==> config.mk <==
export PLATFORM = sky130hd
export DESIGN_NAME = vga_fb_arbiter
export DESIGN_NICKNAME = d
export VERILOG_FILES = /design/src/rtl/vga_fb_arbiter_pkg.sv /design/src/rtl/vga_fb_arbiter_fifo.sv /design/src/rtl/vga_fb_arbiter.sv
export SDC_FILE = /design/constraint.sdc
export NUM_CORES = 1
export LEC_CHECK = 0
export BUFFER_PORTS_ARGS = -buffer_cell sky130_fd_sc_hd__buf_2
export CORE_MARGIN = 2
export CORE_UTILIZATION = 55
export CTS_BUF_LIST = sky130_fd_sc_hd__clkbuf_4 sky130_fd_sc_hd__clkbuf_8 sky130_fd_sc_hd__clkbuf_16
export CTS_CLUSTER_SIZE = 40
export DETAILED_ROUTE_END_ITERATION = 8
export GPL_ROUTABILITY_DRIVEN = 0
export PLACE_DENSITY = 0.83
export SKIP_LAST_GASP = 1
export SYNTH_ARGS = -nofsm -noshare
export SYNTH_HDL_FRONTEND = slang
export SYNTH_SLANG_ARGS = --single-unit
==> constraint.sdc <==
create_clock -name i_clk -period 2.67 [get_ports i_clk]
set_input_delay 0.267 -clock i_clk [delete_from_list [all_inputs] [get_ports i_clk]]
set_output_delay 0.267 -clock i_clk [all_outputs]
set_load 0.05 [all_outputs]
==> src/rtl/vga_fb_arbiter_pkg.sv <==
// Shared framebuffer geometry and arbiter grant encoding.
package vga_fb_arbiter_pkg;

  localparam int FB_AW     = 15;
  localparam int FB_DW     = 3;
  localparam int FB_WIDTH  = 160;
  localparam int FB_HEIGHT = 120;

  typedef enum logic [1:0] {
    GNT_IDLE  = 2'd0,
    GNT_READ  = 2'd1,
    GNT_WRITE = 2'd2
  } grant_t;

endpackage

==> src/rtl/vga_fb_arbiter_fifo.sv <==
// Posted-write queue: DEPTH x W FIFO, head visible combinationally, zero-latency pop.
// Pushes while full and pops while empty are ignored; full is count based.
module fb_wr_fifo #(
  parameter int DEPTH = 4,
  parameter int W     = 18
) (
  input  logic                     i_clk,
  input  logic                     i_rst_n,
  input  logic                     i_push,
  input  logic [W-1:0]             i_push_dat,
  input  logic                     i_pop,
  output logic [W-1:0]             o_head_dat,
  output logic                     o_full,
  output logic [$clog2(DEPTH):0]   o_count
);

  localparam int PW = $clog2(DEPTH);
  localparam int CW = PW + 1;
  localparam logic [CW-1:0] FULL_CNT = CW'(DEPTH);

  logic [W-1:0]  r_mem [DEPTH];
  logic [PW-1:0] r_wr_ptr;
  logic [PW-1:0] r_rd_ptr;
  logic [CW-1:0] r_count;
  logic          w_push;
  logic          w_pop;

  assign o_full     = (r_count == FULL_CNT);
  assign w_push     = i_push && !o_full;
  assign w_pop      = i_pop && (r_count != '0);
  assign o_head_dat = r_mem[r_rd_ptr];
  assign o_count    = r_count;

  // Storage needs no reset: entries are only read once the count covers them.
  always_ff @(posedge i_clk) begin
    if (w_push) r_mem[r_wr_ptr] <= i_push_dat;
  end

  always_ff @(posedge i_clk or negedge i_rst_n) begin
    if (!i_rst_n) begin
      r_wr_ptr <= '0;
      r_rd_ptr <= '0;
      r_count  <= '0;
    end else begin
      if (w_push) r_wr_ptr <= r_wr_ptr + 1'b1;
      if (w_pop)  r_rd_ptr <= r_rd_ptr + 1'b1;
      case ({w_push, w_pop})
        2'b10:   r_count <= r_count + 1'b1;
        2'b01:   r_count <= r_count - 1'b1;
        default: r_count <= r_count;
      endcase
    end
  end

endmodule

==> src/rtl/vga_fb_arbiter.sv <==
// Single-port framebuffer arbiter: scan-out reads always win, drawing writes are
// posted into a small queue and drained in video-idle cycles. Read latency 2 cycles.
module vga_fb_arbiter
  import vga_fb_arbiter_pkg::*;
#(
  parameter int AW         = FB_AW,
  parameter int DW         = FB_DW,
  parameter int WQ_DEPTH   = 4,
  parameter int STARVE_MAX = 1024
) (
  input  logic          i_clk,
  input  logic          i_rst_n,
  input  logic          i_vid_req,
  input  logic [AW-1:0] i_vid_addr,
  output logic          o_vid_valid,
  output logic [DW-1:0] o_vid_data,
  input  logic          i_wr_valid,
  output logic          o_wr_ready,
  input  logic [AW-1:0] i_wr_addr,
  input  logic [DW-1:0] i_wr_data,
  output logic          o_wq_empty,
  output logic          o_wq_starve,
  output logic          o_mem_en,
  output logic          o_mem_we,
  output logic [AW-1:0] o_mem_addr,
  output logic [DW-1:0] o_mem_wdata,
  input  logic [DW-1:0] i_mem_rdata
);

  localparam int SW = $clog2(STARVE_MAX + 1);
  localparam logic [SW-1:0] STARVE_LIM = SW'(STARVE_MAX);

  grant_t                    w_grant;
  logic [AW+DW-1:0]          w_head;
  logic                      w_full;
  logic [$clog2(WQ_DEPTH):0] w_count;
  logic                      w_push;
  logic                      w_pop;
  logic [SW-1:0]             w_starve_nxt;

  logic                      r_rd_pend;
  logic                      r_vid_valid;
  logic [DW-1:0]             r_vid_data;
  logic [SW-1:0]             r_starve_cnt;
  logic                      r_starve;

  assign o_wq_empty  = (w_count == '0);
  assign o_wr_ready  = !w_full;
  assign w_push      = i_wr_valid && !w_full;
  assign w_pop       = (w_grant == GNT_WRITE);
  assign o_vid_valid = r_vid_valid;
  assign o_vid_data  = r_vid_data;
  assign o_wq_starve = r_starve;

  fb_wr_fifo #(
    .DEPTH (WQ_DEPTH),
    .W     (AW + DW)
  ) u_wq (
    .i_clk      (i_clk),
    .i_rst_n    (i_rst_n),
    .i_push     (w_push),
    .i_push_dat ({i_wr_addr, i_wr_data}),
    .i_pop      (w_pop),
    .o_head_dat (w_head),
    .o_full     (w_full),
    .o_count    (w_count)
  );

  always_comb begin
    w_grant     = GNT_IDLE;
    o_mem_en    = 1'b0;
    o_mem_we    = 1'b0;
    o_mem_addr  = '0;
    o_mem_wdata = '0;
    if (i_vid_req) begin
      w_grant    = GNT_READ;
      o_mem_en   = 1'b1;
      o_mem_addr = i_vid_addr;
    end else if (!o_wq_empty) begin
      w_grant     = GNT_WRITE;
      o_mem_en    = 1'b1;
      o_mem_we    = 1'b1;
      o_mem_addr  = w_head[AW+DW-1:DW];
      o_mem_wdata = w_head[DW-1:0];
    end
  end

  // RAM data arrives the cycle after issue; register it once more for the pixel path.
  always_ff @(posedge i_clk or negedge i_rst_n) begin
    if (!i_rst_n) begin
      r_rd_pend   <= 1'b0;
      r_vid_valid <= 1'b0;
      r_vid_data  <= '0;
    end else begin
      r_rd_pend   <= (w_grant == GNT_READ);
      r_vid_valid <= r_rd_pend;
      if (r_rd_pend) r_vid_data <= i_mem_rdata;
    end
  end

  always_comb begin
    w_starve_nxt = r_starve_cnt;
    if (o_wq_empty || w_grant != GNT_READ)
      w_starve_nxt = '0;
    else if (r_starve_cnt != STARVE_LIM)
      w_starve_nxt = r_starve_cnt + 1'b1;
  end

  always_ff @(posedge i_clk or negedge i_rst_n) begin
    if (!i_rst_n) begin
      r_starve_cnt <= '0;
      r_starve     <= 1'b0;
    end else begin
      r_starve_cnt <= w_starve_nxt;
      r_starve     <= r_starve || (w_starve_nxt == STARVE_LIM);
    end
  end

endmodule

==> summary.md, run 1 <==
| Metric | Value |
|---|---|
| DR DRC count | `0` |
| TritonCTS Buffers | `9` |
| Die Wd | `89.6 um` |
| Dpl hpwl | `4940 um` |
| Pins Over Slew Limit | `0` |
| Critical path type | `reg2reg` |
| DRT met1 WL | `3110 um` |
| Clk pwr share | `19.3%` |
| Rows | `31` |
| Setup Fix Bufs, Post-CTS | `0` |
| Initial antenna violation count | `0` |
| Largest area contributor in the netlist | `edfxtp_1` |
| Routed len/inst | `17.6 um` |
| Chip Height | `89.6 um` |
| Max incr delay on CP | `590 ps` |
| Hold buffers post-CTS | `1` |
| Internal power | `0.00297 W` |
| Met3 wire length | `380 um` |
| Synth-to-Final Area Change | `17.7%` |
| # nets final | `364` |
| Total track usage | `20.0%` |
| Avg Cell Area, Syn | `16.9 um2` |
| CTS clock-pin slew for the worst setup and hold paths | `100 ps` |
| Logic pwr share | `36.9%` |
| Crit. End Element | `register` |
| Max Used Layer | `met4` |
| Antenna Nets Post-Route | `0` |
| Share of layout cells above drive strength 1 | `36.8%` |
| Ports | `67` |
| Max_cap viols | `0` |
| Register bit count reported by yosys | `96` |
| Crit path required time | `2970 ps` |
| NetSw | `0.00176 W` |
| Final wirelength | `7410 um` |
| Grt ovf | `0` |
| Final hold violation count | `0` |
| Syn nets | `287` |
| CP Data Arrival Time | `2830 ps` |
| HP Class | `in2reg` |
| Fin crit period | `2530 ps` |
| Clk buf depth | `2` |
| Die ar. | `0.00804 mm2` |
| Most frequent cell after synthesis | `edfxtp_1` |
| First-pass GRT wire length | `11400 um` |
| Synth area leaders | `edfxtp_1 (54%), dfrtp_1 (15%), mux4_2 (10%), a22o_1 (3.3%), ha_1 (2.2%)` |
| Worst vdd ir | `0.733 mV` |
| Family with the most delay on the worst path | `simple AND/OR/NAND/NOR gates` |
| Top-area cell type share of the netlist area | `53.6%` |
| Slew @ Worst Pin | `547 ps` |
| Syn Inst Count | `239` |
| Sequential-to-total area share from yosys stat | `68.5%` |
| Via Count | `2346` |
| WP buf/inv | `1` |
| Post-synth top cells | `edfxtp_1 (72), dfrtp_1 (24), mux4_2 (18)` |
| RSZ-0062 raised after global routing | `no` |
| Synth async-reset ratio | `25.0%` |
| Hold WS | `109 ps` |
| DR vias/cell | `5.59` |
| Pwr dens | `997 mW/mm2` |
| H-tree depth | `3` |
| Vias in the first global route | `2274` |
| Post-CTS sizing | `0` |
| Sequential power share | `43.8%` |
| Fmax | `395 MHz` |
| Initial detailed-routing violation count | `153` |
| Status | `complete, no violations` |
| Final Core Density | `66.2%` |
| Synthesized area | `0.00403 mm2` |
| Yosys cell types | `37` |
| First-pass iteration count of the detailed router | `4` |
| Most used flip-flop cell after synthesis | `edfxtp_1` |
| Largest net degree at the start of global routing | `25` |
| TritonCTS clock tree | `built` |
| Clk sinks | `96` |
| Met2 WL | `3830 um` |
| CP startpoint kind | `register` |
| Static Leak | `1.82 nW` |
| Worst skew pair latency | `360 ps` |
| Net Sw Frac | `37.3%` |
| # placed instances | `403` |
| TNS Setup | `0 ps` |
| Starting Density | `56.2%` |
| Root Buffer | `clkbuf_8` |
| Post-synth EDFFs | `72` |
| Final Skew | `11.0 ps` |
| CP Cell Sequence | `inv_1 > ha_1 > or4b_1 > or4_1 > o31a_1 > a2111oi_2 > a31o_1` |
| Final Non-Filler Cells | `420` |
| Critical path peak fanout | `5` |
| Port Buf Inserts | `66` |
| Core area | `0.00718 mm2` |
| CP max-delay cell | `or4_1` |
| # setup viols final | `0` |
| Final worst path period share | `94.8%` |
| Headroom to the max-slew limit | `63.6%` |
| Antenna cells | `0` |
| Yosys warning count | `0` |
## kinds of logic after synthesis
group	share of synthesized area (%)
flip-flops	68.5
multiplexers	11.1
AO/OA/AOI/OAI	6.79
AND/OR/NAND/NOR	6.02
XOR/XNOR	2.82
adder cells (fa/ha/maj)	2.67
buffers and inverters	2.08
## area by class of cell
| type | instances | area, um2 |
|---|---|---|
| Tap cell | 99 | 124 |
| Sequential cell | 96 | 2760 |
| Fill cell | 499 | 2430 |
| Multi-Input combinational cell | 123 | 1200 |
| Clock inverter | 7 | 73.8 |
| Timing Repair Buffer | 77 | 428 |
| Clock buffer | 9 | 124 |
| Inverter | 9 | 33.8 |
## path summary, 6_finish.rpt
path,from,end,slack [ps],depth (start not counted)
max,r_starve_cnt[1]$_DFF_PN0_,o_wq_starve$_DFF_PN0_,140,7
min,i_wr_addr[11],u_wq.r_mem[2][14]$_DFFE_PP_,110,1
max reg2reg,r_starve_cnt[1]$_DFF_PN0_,o_wq_starve$_DFF_PN0_,140,7
min reg2reg,o_wq_starve$_DFF_PN0_,o_wq_starve$_DFF_PN0_,470,1
max in group asynchronous,i_rst_n,r_starve_cnt[8]$_DFF_PN0_,1890,2
min in group asynchronous,i_rst_n,o_vid_data[1]$_DFFE_PN0P_,420,2
## power groups by stage
stage	clock network, W	registers (W)	logic [W]
6_report	0.000913	0.00207	0.00175
5_1_grt	0.00101	0.00210	0.00188
4_1_cts	0.000934	0.00208	0.00177
3_5_place_dp	0	0.00211	0.00175
3_3_place_gp	0	0.00209	0.00173
2_1_floorplan	0	0.00207	0.00132
## metrics by stage
stage	total power, W	instance area [um2]	setup WS (ps)
floorplan	0.00338	4050	108
detailed placement	0.00386	4540	178
finish	0.00473	4750	140
CTS	0.00478	4750	141
global route	0.00499	4750	32.9
global placement	0.00382	4540	219
## sequential cells by signal, summed over array words and instances (netlist names)
| register | flops |
|---|---|
| r_rd_pend | 1 |
| o_wq_starve | 1 |
| u_wq.o_count | 3 |
| u_wq.r_wr_ptr | 2 |
| o_vid_data | 3 |
| r_starve_cnt | 11 |
| o_vid_valid | 1 |
| u_wq.r_rd_ptr | 2 |
| u_wq.r_mem | 72 |
## layout by cell type (no fill, tap or decap), types with 2 or more instances in the layout
master      netlist  final
edfxtp_1         72     72
buf_2             1     66
dfrtp_1          24     24
mux4_2           18     18
a22o_1           15     15
inv_1             9      9
nor2_1           10      9
clkbuf_8          0      9
buf_4             0      9
xnor2_1           8      8
ha_1              7      7
nand3_1           5      5
a21oi_1           5      5
xor2_1            5      5
nand2_1           4      4
o21ai_0           4      4
or3_1             4      4
and2_1            4      4
and3_1            4      4
a31oi_1           4      4
nor3_1            4      3
mux2_2            3      3
inv_8             0      3
o31ai_1           2      2
or4_1             2      2
or4b_1            2      2
o31a_1            2      2
and3_2            2      2
clkinvlp_4        0      2
## metal layers
metal	GRT usage, %	up-vias
met5	0	-
met3	5.58	9
met1	26.1	1163
met4	6.38	0
met2	33.1	80
li1	-	1094
(Power assumes the default switching activity.)
==> run 2, diff against run 1 <==
Settings changed: CORE_UTILIZATION 55 to 51, PLACE_DENSITY 0.83 to 0.81, SYNTH_HIERARCHICAL set to 1.
Clock period 2.67 ns to 2.25 ns, I/O delays scaled along.
==> run 2 against run 1 <==
Net effect:
- sequential power up 19%
- largest cell class unchanged
- critical endpoint is now o_mem_wdata[2]
- critical path depth down 1
- global-route usage down 2.0 points
- clock power up 31%
- combinational power up 30%
==> summary.md, run 2 <==
| Metric | Value |
|---|---|
| Status | `complete, no violations (unchanged)` |
| CP max-delay cell | `dfrtp_1 (was or4_1)` |
| Rows | `33 (was 31)` |
| Static Leak | `2.02 nW (was 1.82 nW)` |
| Stages on worst setup path | `6 (was 7)` |
| Crit. End Element | `output pin (was register)` |
| Worst R2R Path Depth | `10 (was 7)` |
| DRT met1 WL | `3360 um (was 3110 um)` |
| Initial detailed-routing violation count | `89 (was 153)` |
| Largest registers | `u_wq/r_mem: 72 flops, r_starve_cnt: 11 flops (was u_wq.r_mem: 72 flops, r_starve_cnt: 11 flops)` |
| Routed len/inst | `16.9 um (was 17.6 um)` |
| Most frequent cell after synthesis | `edfxtp_1 (unchanged)` |
| Worst setup path endpoint | `o_mem_wdata[2] (was o_wq_starve$_DFF_PN0_)` |
| CP Launch Point | `u_wq/o_count[1]$_DFFE_PN0P_ (was r_starve_cnt[1]$_DFF_PN0_)` |
| Max_cap viols | `0 (unchanged)` |
| Headroom to the max-slew limit | `63.0% (was 63.6%)` |
| Syn nets | `323 (was 287)` |
| Synth-to-Final Area Change | `18.0% (was 17.7%)` |
| Ports | `67 (unchanged)` |
| Syn Inst Count | `275 (was 239)` |
| Vias in the first global route | `2415 (was 2274)` |
| TritonCTS clock tree | `built (unchanged)` |
| Critical path type | `reg2out (was reg2reg)` |
| Met3 wire length | `271 um (was 380 um)` |
| Post-synth EDFFs | `72 (unchanged)` |
| CTS clock-pin slew for the worst setup and hold paths | `100 ps (about the same)` |
| # setup viols final | `0 (unchanged)` |
| Final hold violation count | `0 (unchanged)` |
| Max FFs per register | `72 (unchanged)` |
| Pre-CTS setup slack | `24.3 ps (was 178 ps)` |
| RSZ-0062 raised after global routing | `yes (was no)` |
| Clk buf depth | `2 (unchanged)` |
| Pwr dens | `1190 mW/mm2 (was 997 mW/mm2)` |
| R2R Path Start | `u_wq/o_count[1]$_DFFE_PN0P_ (was r_starve_cnt[1]$_DFF_PN0_)` |
| Worst R2R End | `u_wq/o_count[2]$_DFFE_PN0P_ (was o_wq_starve$_DFF_PN0_)` |
| Fmax | `464 MHz` |
| CP Data Arrival Time | `1930 ps (was 2830 ps)` |
| Setup ws final | `93.7 ps (was 140 ps)` |
| Crit path required time | `2030 ps (was 2970 ps)` |
| WP buf/inv | `3 (was 1)` |
| Family with the most delay on the worst path | `simple AND/OR/NAND/NOR gates (unchanged)` |
| Slew @ Worst Pin | `555 ps (was 547 ps)` |
| Final wirelength | `7820 um (was 7410 um)` |
| Worst vdd ir | `0.613 mV (was 0.733 mV)` |
| Antenna cells | `0 (unchanged)` |
| Sequential-to-total area share from yosys stat | `65.2% (was 68.5%)` |
| Worst skew pair latency | `370 ps (was 360 ps)` |
| CP startpoint kind | `register (unchanged)` |
| Share of layout cells above drive strength 1 | `30.8% (was 36.8%)` |
| Root Buffer | `clkbuf_8 (unchanged)` |
| CP Cell Sequence | `or3_1 > inv_1 > nor2_4 > buf_4 > and2_1 > buf_2 (was inv_1 > ha_1 > or4b_1 > or4_1 > o31a_1 > a2111oi_2 > a31o_1)` |
| R2R setup slack | `150 ps (was 140 ps)` |
| First-pass GRT wire length | `11900 um (was 11400 um)` |
| Starting Density | `52.1% (was 56.2%)` |
| Grt ovf | `0 (unchanged)` |
| Via Count | `2470 (was 2346)` |
| Most frequent cells in the layout | `edfxtp_1 (72), buf_2 (65), nand2_1 (35) (was edfxtp_1 (72), buf_2 (66), dfrtp_1 (24))` |
| Die ar. | `0.00905 mm2 (was 0.00804 mm2)` |
| Chip Height | `95.2 um (was 89.6 um)` |
| Largest net degree at the start of global routing | `36 (was 25)` |
| Reg with most FFs | `u_wq/r_mem (was u_wq.r_mem)` |
| DR vias/cell | `5.35 (was 5.59)` |
| Most used flip-flop cell after synthesis | `edfxtp_1 (unchanged)` |
| Avg Cell Area, Syn | `15.4 um2 (was 16.9 um2)` |
| Synthesized area | `0.00424 mm2 (was 0.00403 mm2)` |
| Critical path peak fanout | `4 (was 5)` |
| Final Core Density | `61.5% (was 66.2%)` |
| Top-area cell type share of the netlist area | `51.0% (was 53.6%)` |
| Met2 WL | `4010 um (was 3830 um)` |
| Core area | `0.00813 mm2 (was 0.00718 mm2)` |
| Pins Over Slew Limit | `0 (unchanged)` |
| Max incr delay on CP | `440 ps (was 590 ps)` |
| Fin crit period | `2160 ps` |
| DR DRC count | `0 (unchanged)` |
| # nets final | `400 (was 364)` |
| TritonCTS Buffers | `9 (unchanged)` |
| Commonest non-fill, non-tap cell in the layout | `edfxtp_1 (unchanged)` |
| Hold WS | `60.9 ps (was 109 ps)` |
| HP Class | `in2reg (unchanged)` |
| Dpl hpwl | `5140 um (was 4940 um)` |
| Port Buf Inserts | `66 (unchanged)` |
| Synth area leaders | `edfxtp_1 (51%), dfrtp_1 (14%), mux4_1 (11%), nand2_1 (3.1%), ha_1 (2.1%) (was edfxtp_1 (54%), dfrtp_1 (15%), mux4_2 (10%), a22o_1 (3.3%), ha_1 (2.2%))` |
| Clk sinks | `96 (unchanged)` |
| Die Wd | `95.2 um (was 89.6 um)` |
| Post-synth top cells | `edfxtp_1 (72), nand2_1 (35), dfrtp_1 (24) (was edfxtp_1 (72), dfrtp_1 (24), mux4_2 (18))` |
| TNS Setup | `0 ps (unchanged)` |
| Antenna Nets Post-Route | `0 (unchanged)` |
| Yosys warning count | `6 (was 0)` |
| First-pass iteration count of the detailed router | `4 (unchanged)` |
| H-tree depth | `3 (unchanged)` |
| Initial antenna violation count | `0 (unchanged)` |
| Total track usage | `18.0% (was 20.0%)` |
| Yosys cell types | `43 (was 37)` |
| Register bit count reported by yosys | `96 (unchanged)` |
| Final worst path period share | `95.8%` |
| Synth async-reset ratio | `25.0% (unchanged)` |
| Largest area contributor in the netlist | `edfxtp_1 (unchanged)` |
| Max Used Layer | `met4 (unchanged)` |
| Final Skew | `10.7 ps (was 11.0 ps)` |
-- run 2: repair_timing --
item                                    in CTS  in global routing
hold buffers                                 1                  0
buffers inserted                             0                  2
resized for setup                            0                  8
endpoints found under the setup margin       0                  3
endpoints found under the hold margin       24                  0
-- run 2: worst min-delay path by stage --
stage | from | to | slack, ps | depth (start not counted)
after detailed placement | i_rst_n | o_vid_valid$_DFF_PN0_ | 250 | 1
after CTS | i_wr_addr[4] | u_wq/r_mem[0][7]$_DFFE_PP_ | 40 | 1
after floorplan | i_rst_n | o_vid_data[0]$_DFFE_PN0P_ | -70 | 0
after global routing | i_wr_addr[4] | u_wq/r_mem[1][7]$_DFFE_PP_ | 50 | 1
final | i_wr_addr[5] | u_wq/r_mem[2][8]$_DFFE_PP_ | 60 | 1
after global placement | i_rst_n | o_vid_data[1]$_DFFE_PN0P_ | 230 | 1
-- run 2: cells by family (layout without fill, tap and decap cells) --
| logic type | Yosys count | in the layout | synth area share (%) |
|---|---|---|---|
| xor+xnor | 17 | 17 | 3.51 |
| fa+ha+maj | 8 | 8 | 2.54 |
| buf+inv | 25 | 107 | 2.89 |
| compound gates | 28 | 28 | 4.37 |
| flops | 96 | 96 | 65.2 |
| mux | 23 | 23 | 12.5 |
| simple gates | 78 | 78 | 8.95 |
-- run 2: worst register-to-register path, delay by kind of cell, from the launching register on --
kind,cells,cell delay [ps]
XOR/XNOR,2,300
adder cells (fa/ha/maj),2,550
buffers and inverters,2,110
flip-flops,1,440
AND/OR/NAND/NOR,4,610
-- run 2: per-layer routing --
metal / up-vias / track usage (%)
met3: 17 / 3.32
li1: 1185 / -
met4: 0 / 9.06
met1: 1216 / 22.6
met2: 52 / 30.2
met5: - / 0
-- run 2: layout make-up --
| type | count | area, um2 |
|---|---|---|
| multi-input cells | 154 | 1370 |
| fillers | 584 | 3140 |
| well taps | 105 | 131 |
| inverters | 11 | 41.3 |
| flip-flops and latches | 96 | 2770 |
| repair buffers | 80 | 470 |
| clock inverters | 7 | 95.1 |
| clock buffers | 9 | 124 |
-- run 2: where the power goes --
part	total [W]	internal, W	switching, W
clock	0.00120	0.000546	0.000650
combinational	0.00227	0.000886	0.00138
sequential	0.00247	0.00230	0.000179
-- run 2: per-stage QoR --
step	instance area [um2]	total power (W)	cells
after CTS	4940	0.00588	459
final	5000	0.00594	462
after global placement	4710	0.00462	442
after detailed placement	4710	0.00469	442
after global routing	5000	0.00624	462
after floorplan	4250	0.00411	275
